`src/rtl/mcu_pkg.sv`:
```
// Shared definitions for the 8-bit microcontroller front end.
// Holds the default widths, the reset PC and the fetch state encoding.
package mcu_pkg;

   localparam int         ADDR_W_DEF   = 8;
   localparam int         INSTR_W_DEF  = 12;
   localparam logic [7:0] RESET_PC_DEF = 8'h00;

   typedef enum logic [1:0] {
      REQ   = 2'd0,
      DRAIN = 2'd1,
      HOLD  = 2'd2
   } fetch_state_e;

   // A program-memory read is outstanding in every state except HOLD.
   function automatic logic is_fetching(input fetch_state_e s);
      return s != HOLD;
   endfunction

endpackage

```
`src/rtl/fetch_unit_if.sv`:
```
// Fetch-stage bus bundle: program-memory request/ack/data and the
// instruction register handshake towards the decoder.
// master = fetch_unit side, slave = memory/decoder side.
interface fetch_unit_if #(
   parameter int ADDR_W  = 8,
   parameter int INSTR_W = 12
);

   logic               mem_req;
   logic               mem_ack;
   logic [INSTR_W-1:0] mem_rdata;
   logic [INSTR_W-1:0] ir_out;
   logic               ir_valid;
   logic               ir_ready;

   modport master (
      output mem_req,
      input  mem_ack,
      input  mem_rdata,
      output ir_out,
      output ir_valid,
      input  ir_ready
   );

   modport slave (
      input  mem_req,
      output mem_ack,
      output mem_rdata,
      input  ir_out,
      input  ir_valid,
      output ir_ready
   );

endinterface

```
`src/rtl/fetch_unit.sv`:
```
// Instruction fetch stage: PC, program-memory handshake, instruction register.
// Ports: clk, rst (sync, active high); pc_out -> adder/memory address,
// pc_inc <- adder output; load_en/load_addr redirect from execute;
// bus (master): mem_req/mem_ack/mem_rdata and ir_out/ir_valid/ir_ready.
module fetch_unit
   import mcu_pkg::*;
#(
   parameter int               ADDR_W   = ADDR_W_DEF,
   parameter int               INSTR_W  = INSTR_W_DEF,
   parameter logic [ADDR_W-1:0] RESET_PC = ADDR_W'(RESET_PC_DEF)
) (
   input  logic              clk,
   input  logic              rst,
   output logic [ADDR_W-1:0] pc_out,
   input  logic [ADDR_W-1:0] pc_inc,
   input  logic              load_en,
   input  logic [ADDR_W-1:0] load_addr,
   fetch_unit_if.master      bus
);

   logic [ADDR_W-1:0]  pc;
   logic [ADDR_W-1:0]  pend_addr;
   logic [INSTR_W-1:0] ir;
   fetch_state_e       state;

   always_ff @(posedge clk) begin
      if (rst) begin
         pc        <= RESET_PC;
         pend_addr <= '0;
         ir        <= '0;
         state     <= REQ;
      end else begin
         unique case (state)
            REQ: begin
               if (bus.mem_ack) begin
                  // A same-cycle redirect drops the returned word.
                  if (load_en) begin
                     pc <= load_addr;
                  end else begin
                     ir    <= bus.mem_rdata;
                     state <= HOLD;
                  end
               end else if (load_en) begin
                  // pc must stay put until the open fetch is acked.
                  pend_addr <= load_addr;
                  state     <= DRAIN;
               end
            end
            DRAIN: begin
               if (bus.mem_ack) begin
                  pc    <= load_en ? load_addr : pend_addr;
                  state <= REQ;
               end else if (load_en) begin
                  pend_addr <= load_addr;
               end
            end
            HOLD: begin
               if (load_en) begin
                  pc    <= load_addr;
                  state <= REQ;
               end else if (bus.ir_ready) begin
                  pc    <= pc_inc;
                  state <= REQ;
               end
            end
            default: state <= REQ;
         endcase
      end
   end

   assign pc_out       = pc;
   assign bus.mem_req  = !rst && is_fetching(state);
   assign bus.ir_valid = (state == HOLD);
   assign bus.ir_out   = ir;

endmodule

```
`src/flat_wrapper.sv`:
```
// flat-port wrapper written by rule: the top's interface ports become plain ports
module fetch_unit_flat import mcu_pkg::*;
#(
   parameter int               ADDR_W   = ADDR_W_DEF,
   parameter int               INSTR_W  = INSTR_W_DEF,
   parameter logic [ADDR_W-1:0] RESET_PC = ADDR_W'(RESET_PC_DEF)
)
  (clk, rst, pc_out, pc_inc, load_en, load_addr, bus_mem_req, bus_mem_ack, bus_mem_rdata, bus_ir_out, bus_ir_valid, bus_ir_ready);
  fetch_unit_if #(.ADDR_W(ADDR_W), .INSTR_W(INSTR_W)) bus_i ();
  input  logic clk;
  input  logic rst;
  output logic [ADDR_W-1:0] pc_out;
  input  logic [ADDR_W-1:0] pc_inc;
  input  logic load_en;
  input  logic [ADDR_W-1:0] load_addr;
  output wire logic [$bits(bus_i.mem_req)-1:0] bus_mem_req;
  input wire logic [$bits(bus_i.mem_ack)-1:0] bus_mem_ack;
  input wire logic [$bits(bus_i.mem_rdata)-1:0] bus_mem_rdata;
  output wire logic [$bits(bus_i.ir_out)-1:0] bus_ir_out;
  output wire logic [$bits(bus_i.ir_valid)-1:0] bus_ir_valid;
  input wire logic [$bits(bus_i.ir_ready)-1:0] bus_ir_ready;
  assign bus_mem_req = bus_i.mem_req;
  assign bus_i.mem_ack = bus_mem_ack;
  assign bus_i.mem_rdata = bus_mem_rdata;
  assign bus_ir_out = bus_i.ir_out;
  assign bus_ir_valid = bus_i.ir_valid;
  assign bus_i.ir_ready = bus_ir_ready;
  fetch_unit #(.ADDR_W(ADDR_W), .INSTR_W(INSTR_W), .RESET_PC(RESET_PC)) u_core (.clk(clk), .rst(rst), .pc_out(pc_out), .pc_inc(pc_inc), .load_en(load_en), .load_addr(load_addr), .bus(bus_i));
endmodule
```
`config.mk`:
```
export PLATFORM = sky130hd
export DESIGN_NAME = fetch_unit_flat
export DESIGN_NICKNAME = d
export VERILOG_FILES = /design/src/rtl/mcu_pkg.sv /design/src/rtl/fetch_unit_if.sv /design/src/rtl/fetch_unit.sv /design/src/flat_wrapper.sv
export SDC_FILE = /design/constraint.sdc
export NUM_CORES = 1
export LEC_CHECK = 0
export CORE_ASPECT_RATIO = 1.2
export CORE_MARGIN = 2
export CORE_UTILIZATION = 45
export DETAILED_ROUTE_END_ITERATION = 16
export PLACE_DENSITY = 0.8
export SLEW_MARGIN = 20
export SYNTH_ARGS = -nofsm -noshare
export SYNTH_HDL_FRONTEND = slang
export SYNTH_SLANG_ARGS = --single-unit
```
`constraint.sdc`:
```
create_clock -name clk -period 2 [get_ports clk]
set_input_delay 0.2 -clock clk [delete_from_list [all_inputs] [get_ports clk]]
set_output_delay 0.2 -clock clk [all_outputs]
set_load 0.02 [all_outputs]
```
# Word level (Yosys, flattened, before mapping)
# Index checks and enable logic that the tools add are counted.
totals:
  inputBits: 33
  elab_cells: 38
  out_inout_bits: 22
  ff_bits: 30
classes:
  mux: 14
  n_reduce_logical: 9
  bitwise_logic: 2
  n_eq_ne: 9
ops:
  columns: ["op", "count"]
  rows:
  - ["8-bit two-way mux", 6]
  - ["8-bit case mux with 3 select lines", 1]
  - ["2-bit two-way mux", 6]
  - ["2-bit inequality test (second input constant)", 4]
  - ["3-bit inequality test (second input constant)", 2]
  - ["2-bit case mux with 3 select lines", 1]
  - ["5-bit AND reduction", 1]
  - ["4-bit AND reduction", 1]
  - ["3-bit by 2-bit inequality test with 1-bit output (second input constant)", 1]
  - ["3-bit AND reduction", 1]
  - ["3-bit nonzero test", 1]
  - ["2-bit by 1-bit == test with 1-bit output (second input constant)", 1]
  - ["2-bit == test (second input constant)", 1]
  - ["2-bit logical NOT", 1]
  - ["1-bit inverter", 2]
  - ["2-bit AND reduction", 1]
  - ["2-bit OR reduction", 1]
  - ["1-bit logical AND", 1]
  - ["1-bit logical NOT", 1]

# Depth between registers and ports, before layout
logic_depth:
  word_depth: 3
  ltp_mapped: 8
  ltp_nobuf: 6

# Worst setup path before layout
# No wires, ideal clock.
synth_timing:
  kind: "reg-to-reg"
  startpoint: "reg u_core.state[0]"
  endpoint: "reg u_core.state[1]"
  t_arrival_ns: 1.650
  stages_incl_launch_ff: 7
  setup_time_ns: 0.065
  period_less_slack_ns: 1.716
  path_slack_ns: 0.284
  required_ns: 1.935
  n_path_buf: 0
  cell_sequence: "dfxtp_1 inv_1 ha_1 nor3b_2 nor4_2 mux2_1 nor2_1"
synth_between:
  elab_chain_len: 3
  word_cells_on_any_way: 9
  classes_between: "eq/ne: 6; mux: 1; reduce/logical: 2"
synth_rtl:
  columns: ["element", "line", "rtl"]
  rows:
  - ["start: declaration", "fetch_unit.sv:24", "fetch_state_e state;"]
  - ["start signal: assignment", "fetch_unit.sv:31", "state <= REQ;"]
  - ["start signal: assignment", "fetch_unit.sv:41", "state <= HOLD;"]
  - ["start signal: assignment", "fetch_unit.sv:46", "state <= DRAIN;"]
  - ["2-bit == test *", null, null]
  - ["named net bus_ir_valid", "flat_wrapper.sv:20", "output wire logic [$bits(bus_i.ir_valid)-1:0] bus_ir_valid;"]
  - ["3-bit by 2-bit inequality test with 1-bit output (no line)", null, null]
  - ["4-bit AND reduction (no line)", null, null]
# Mark *: on every way through the listed nets, which the timed path passes. The rest lies on a longest branch.
# A chain may end at the register's enable or synchronous reset.

# Worst setup path after layout
layout_timing:
  startpoint: "reg u_core.state[1]"
  endpoint: "reg u_core.pc[2], in the netlist u_core.pc_out[2]"
layout_between:
  elab_chain_len: 3
  word_cells_on_any_way: 10
  classes_between: "eq/ne: 6; mux: 1; reduce/logical: 3"
layout_rtl:
  columns: ["element", "line", "rtl"]
  rows:
  - ["2-bit == test (tied with other cells)", "fetch_unit.sv:33", "unique case (state)"]
  - ["3-bit by 2-bit inequality test with 1-bit output (no line) (tied with other cells)", null, null]
  - ["5-bit AND reduction (no line)", null, null]
  - ["end signal: assignment", "fetch_unit.sv:38", "pc <= load_addr;"]
  - ["end signal: assignment", "fetch_unit.sv:51", "pc <= load_en ? load_addr : pend_addr;"]
  - ["end signal: assignment", "fetch_unit.sv:59", "pc <= load_addr;"]
  - ["end: declaration", "fetch_unit.sv:21", "logic [ADDR_W-1:0] pc;"]
# Parallel ways exist; a longest one is shown, timed or not.

==> impl_metrics.py <==
metrics = {
    "synthesis": {
        "ys_types": 29,
        "synth_xor_area_share_pct": 0,
        "synth_cells": 174,
        "synth_compound_area_share_pct": 21.71,
        "synthAdderAreaFrac_pct": 4.789,
        "synth_mux_area_share_pct": 6.464,
        "synth-seq-cells": 30,
        "syn-cell-area_sq_um": 1568,
        "yosys.area_share.simple_pct": 22.19,
        "yosys.area.top_type": "dfxtp_1",
        "yosysWarnings": 0,
        "synth_top_area_share_pct": 38.31,
        "yosysSeqAreaShare_pct": 38.31,
        "synth.area.top_cells": "dfxtp_1, nand2_1, a211oi_2",
        "synth_top_family_by_area": "simple AND/OR/NAND/NOR gates",
        "synth_fp_nets": 213,
        "syn_area_per_cell_sq_um": 9.010,
    },
    "timing": {
        "fin_crit_ps": 1856,
        "timing.setup.tns_ps": 0,
        "rsz0062_at_grt": "no",
        "worstMarginPinSlew_ps": 428.6,
        "clock_skew_ps": 5.546,
        "max_slew_margin_pct": 71.29,
        "finalHoldViolCount": 0,
        "drv_slew": 0,
        "setup-violations-final": 0,
        "fmax_mhz": 538.8,
        "finalCritPeriodShare_pct": 92.80,
    },
    "min_path": {
        "whs_path_depth": 2,
        "min_path_type": "reg -> reg",
    },
    "cells_and_area": {
        "fin_area_sq_um": 2213,
        "nNetsFinal": 269,
        "syn2layout_area_growth_pct": 41.18,
        "fin_cells": 268,
        "diodes": 0,
        "drive_above_1_share_pct": 14.29,
    },
    "floorplan": {
        "initial_core_util_pct": 46.96,
        "die_h_um": 68.66,
        "fp.coreArea_sq_um": 3338,
        "die_w_um": 57.88,
        "num_rows": 23,
        "die-area_sq_um": 3974,
        "ios": 55,
    },
    "routing": {
        "wl_mm": 3.990,
        "vias": 1486,
        "drt-vias-per-instance": 5.545,
        "wire_per_inst_um": 14.89,
        "postRouteAntennaNets": 0,
        "drt-initial-drc-count": 112,
        "drc": 0,
        "drtPass1Iterations": 5,
    },
    "run": {
        "drv_cap": 0,
    },
    "critical_path": {
        "crit_slowest_cell": "a222oi_1",
        "path_buf_inv": 1,
        "critPathArrivalTime_ps": 2020,
        "cp-end-kind": "register",
        "cp.depth": 5,
        "cp_max_fo": 8,
        "cpPeakStageDelay_ps": 490,
        "worstPathCellList": "inv_1 -> ha_1 -> nand2_1 -> a222oi_1 -> a211oi_2",
        "crit_type": "reg -> reg",
        "required_ps": 2160,
        "reg2reg_depth": 5,
        "critPathLaunchType": "register",
        "path_delay_family": "compound AO/OA/AOI/OAI gates",
    },
    "global_routing": {
        "grtUsageTotal_pct": 21.01,
        "grt_pass1_vias": 1372,
        "grt_max_degree": 31,
        "antenna_found_initial": 0,
        "overflow": 0,
        "grt_first_pass_wirelength_mm": 6.272,
    },
    "run_status": {
        "status": "finished, final reports clean",
    },
    "placement": {
        "dp_hpwl_mm": 2.774,
        "gp_congestion": 0.8260,
        "place_area_sq_um": 2123,
        "io_buffers": 54,
        "dp_cells": 260,
    },
    "power": {
        "max-vdd-ir-drop_uv": 597.9,
        "powerDensity_nw_per_um2": 818.9,
        "power.total_w": 0.001812,
        "leakagePower_nw": 0.8595,
    },
    "cts": {
        "insertion_delay_ps": 290,
        "cts_setup_buffers": 0,
        "cts_inserted_buffers": 5,
        "clk_path_buf_depth": 2,
        "htree_levels": 2,
        "clock_sinks": 30,
        "cts_tree": "yes",
        "root_buffer": "clkbuf_8",
        "clkTransAtPathRegs_ps": 60,
    },
}
[flip-flops by register name, indices dropped and copies added (netlist names)]
| register | count |
|---|---|
| u_core.bus.ir_out | 12 |
| u_core.pc_out | 8 |
| u_core.pend_addr | 8 |
| u_core.state | 2 |
[synth_stat cells]
master	n
a221oi_1	1
and3b_1	1
clkbuf_1	3
o21ai_0	8
dfxtp_1	30
inv_1	3
mux2_1	1
a211oi_2	8
nor3b_1	1
buf_2	4
nor4_2	1
nand3_1	12
a222oi_1	7
nor3b_2	1
nor2_2	1
mux2i_1	9
buf_6	4
nor2b_4	2
nand2_1	32
and2_4	1
nor2_1	11
o211ai_4	1
nor3_4	1
ha_1	6
buf_4	2
and3_2	1
nor2b_2	1
and4b_1	1
a21oi_1	20
[routing by layer]
| layer | global-route usage, % | up-vias | part of all wire [%] |
|---|---|---|---|
| li1 | - | 733 | - |
| met1 | 24.40 | 667 | 39 |
| met2 | 32.81 | 72 | 47 |
| met3 | 9.142 | 14 | 11 |
| met4 | 11.05 | 0 | 3.4 |
| met5 | 0 | - | 0 |
[report_power, final]
| part | internal [W] | total, W | leakage (nW) | switching [W] |
|---|---|---|---|---|
| Sequential | 0.000657 | 0.000693 | 0.246 | 0.0000356 |
| Clock | 0.000277 | 0.000514 | 0.0482 | 0.000237 |
| Combinational | 0.000294 | 0.000606 | 0.565 | 0.000312 |
| Total | 0.00123 | 0.00181 | 0.860 | 0.000584 |
[path summary, 6_finish.rpt]
kind / endpoint / start / slack, ps
setup / recovery: u_core.pc_out[2] / u_core.state[1] / 140
setup reg to reg: u_core.pc_out[2] / u_core.state[1] / 140
hold / removal: u_core.bus.ir_out[5] / u_core.bus.ir_out[5] / 450
hold reg to reg: u_core.bus.ir_out[5] / u_core.bus.ir_out[5] / 450
[worst reg2reg max path: stages (launching register included)]
cell and delay [ps]:
dfxtp_1 390, inv_1 110, ha_1 390, nand2_1 220
a222oi_1 490, a211oi_2 120
[final cells by class]
class / instances / area [sq um]
sequential: 30 / 600.6
timing repair buffer: 62 / 599.3
multi-input combinational: 128 / 864.6
fill: 283 / 1125
inverter: 3 / 11.26
clock buffer: 7 / 86.33
clock inverter: 1 / 5.005
tap: 37 / 46.29
[metrics by stage]
step	setup slack [ps]	hold WS [ps]	util, %
2_1_floorplan	284.4	264.6	-
3_3_place_gp	179.4	440.5	63.61
3_5_place_dp	149.0	447.9	63.61
4_1_cts	133.2	455.9	66.30
5_1_grt	6.384	463.3	66.30
6_report	144.0	452.2	66.30
[repair_timing]
action / 4_1_cts / 5_1_grt
endpoints found under the setup margin: 1 / 1
pin swaps: 0 / 1
cloned: 0 / 0
hold buffers: 0 / 0
resized for setup: 1 / 0
[cell families (layout without fill, tap and decap cells)]
group,count (synthesis),in the layout
AND/OR/NAND/NOR,67,67
flip-flops,30,30
multiplexers,10,10
buffers and inverters,16,73
AO/OA/AOI/OAI,45,45
adder cells (fa/ha/maj),6,6
[cell usage in the layout (no fill, tap or decap), drive strengths merged, types with 2 or more instances in the layout]
cell type / instances
nand3: 12
a222oi: 7
dfxtp: 30
inv: 3
nand2: 32
nor3b: 2
clkbuf: 7
clkdlybuf4s50: 53
nor2: 12
a211oi: 8
nor2b: 3
mux2i: 9
o21ai: 8
a21oi: 20
ha: 6
buf: 8
Power figures use the tool's default switching activity.
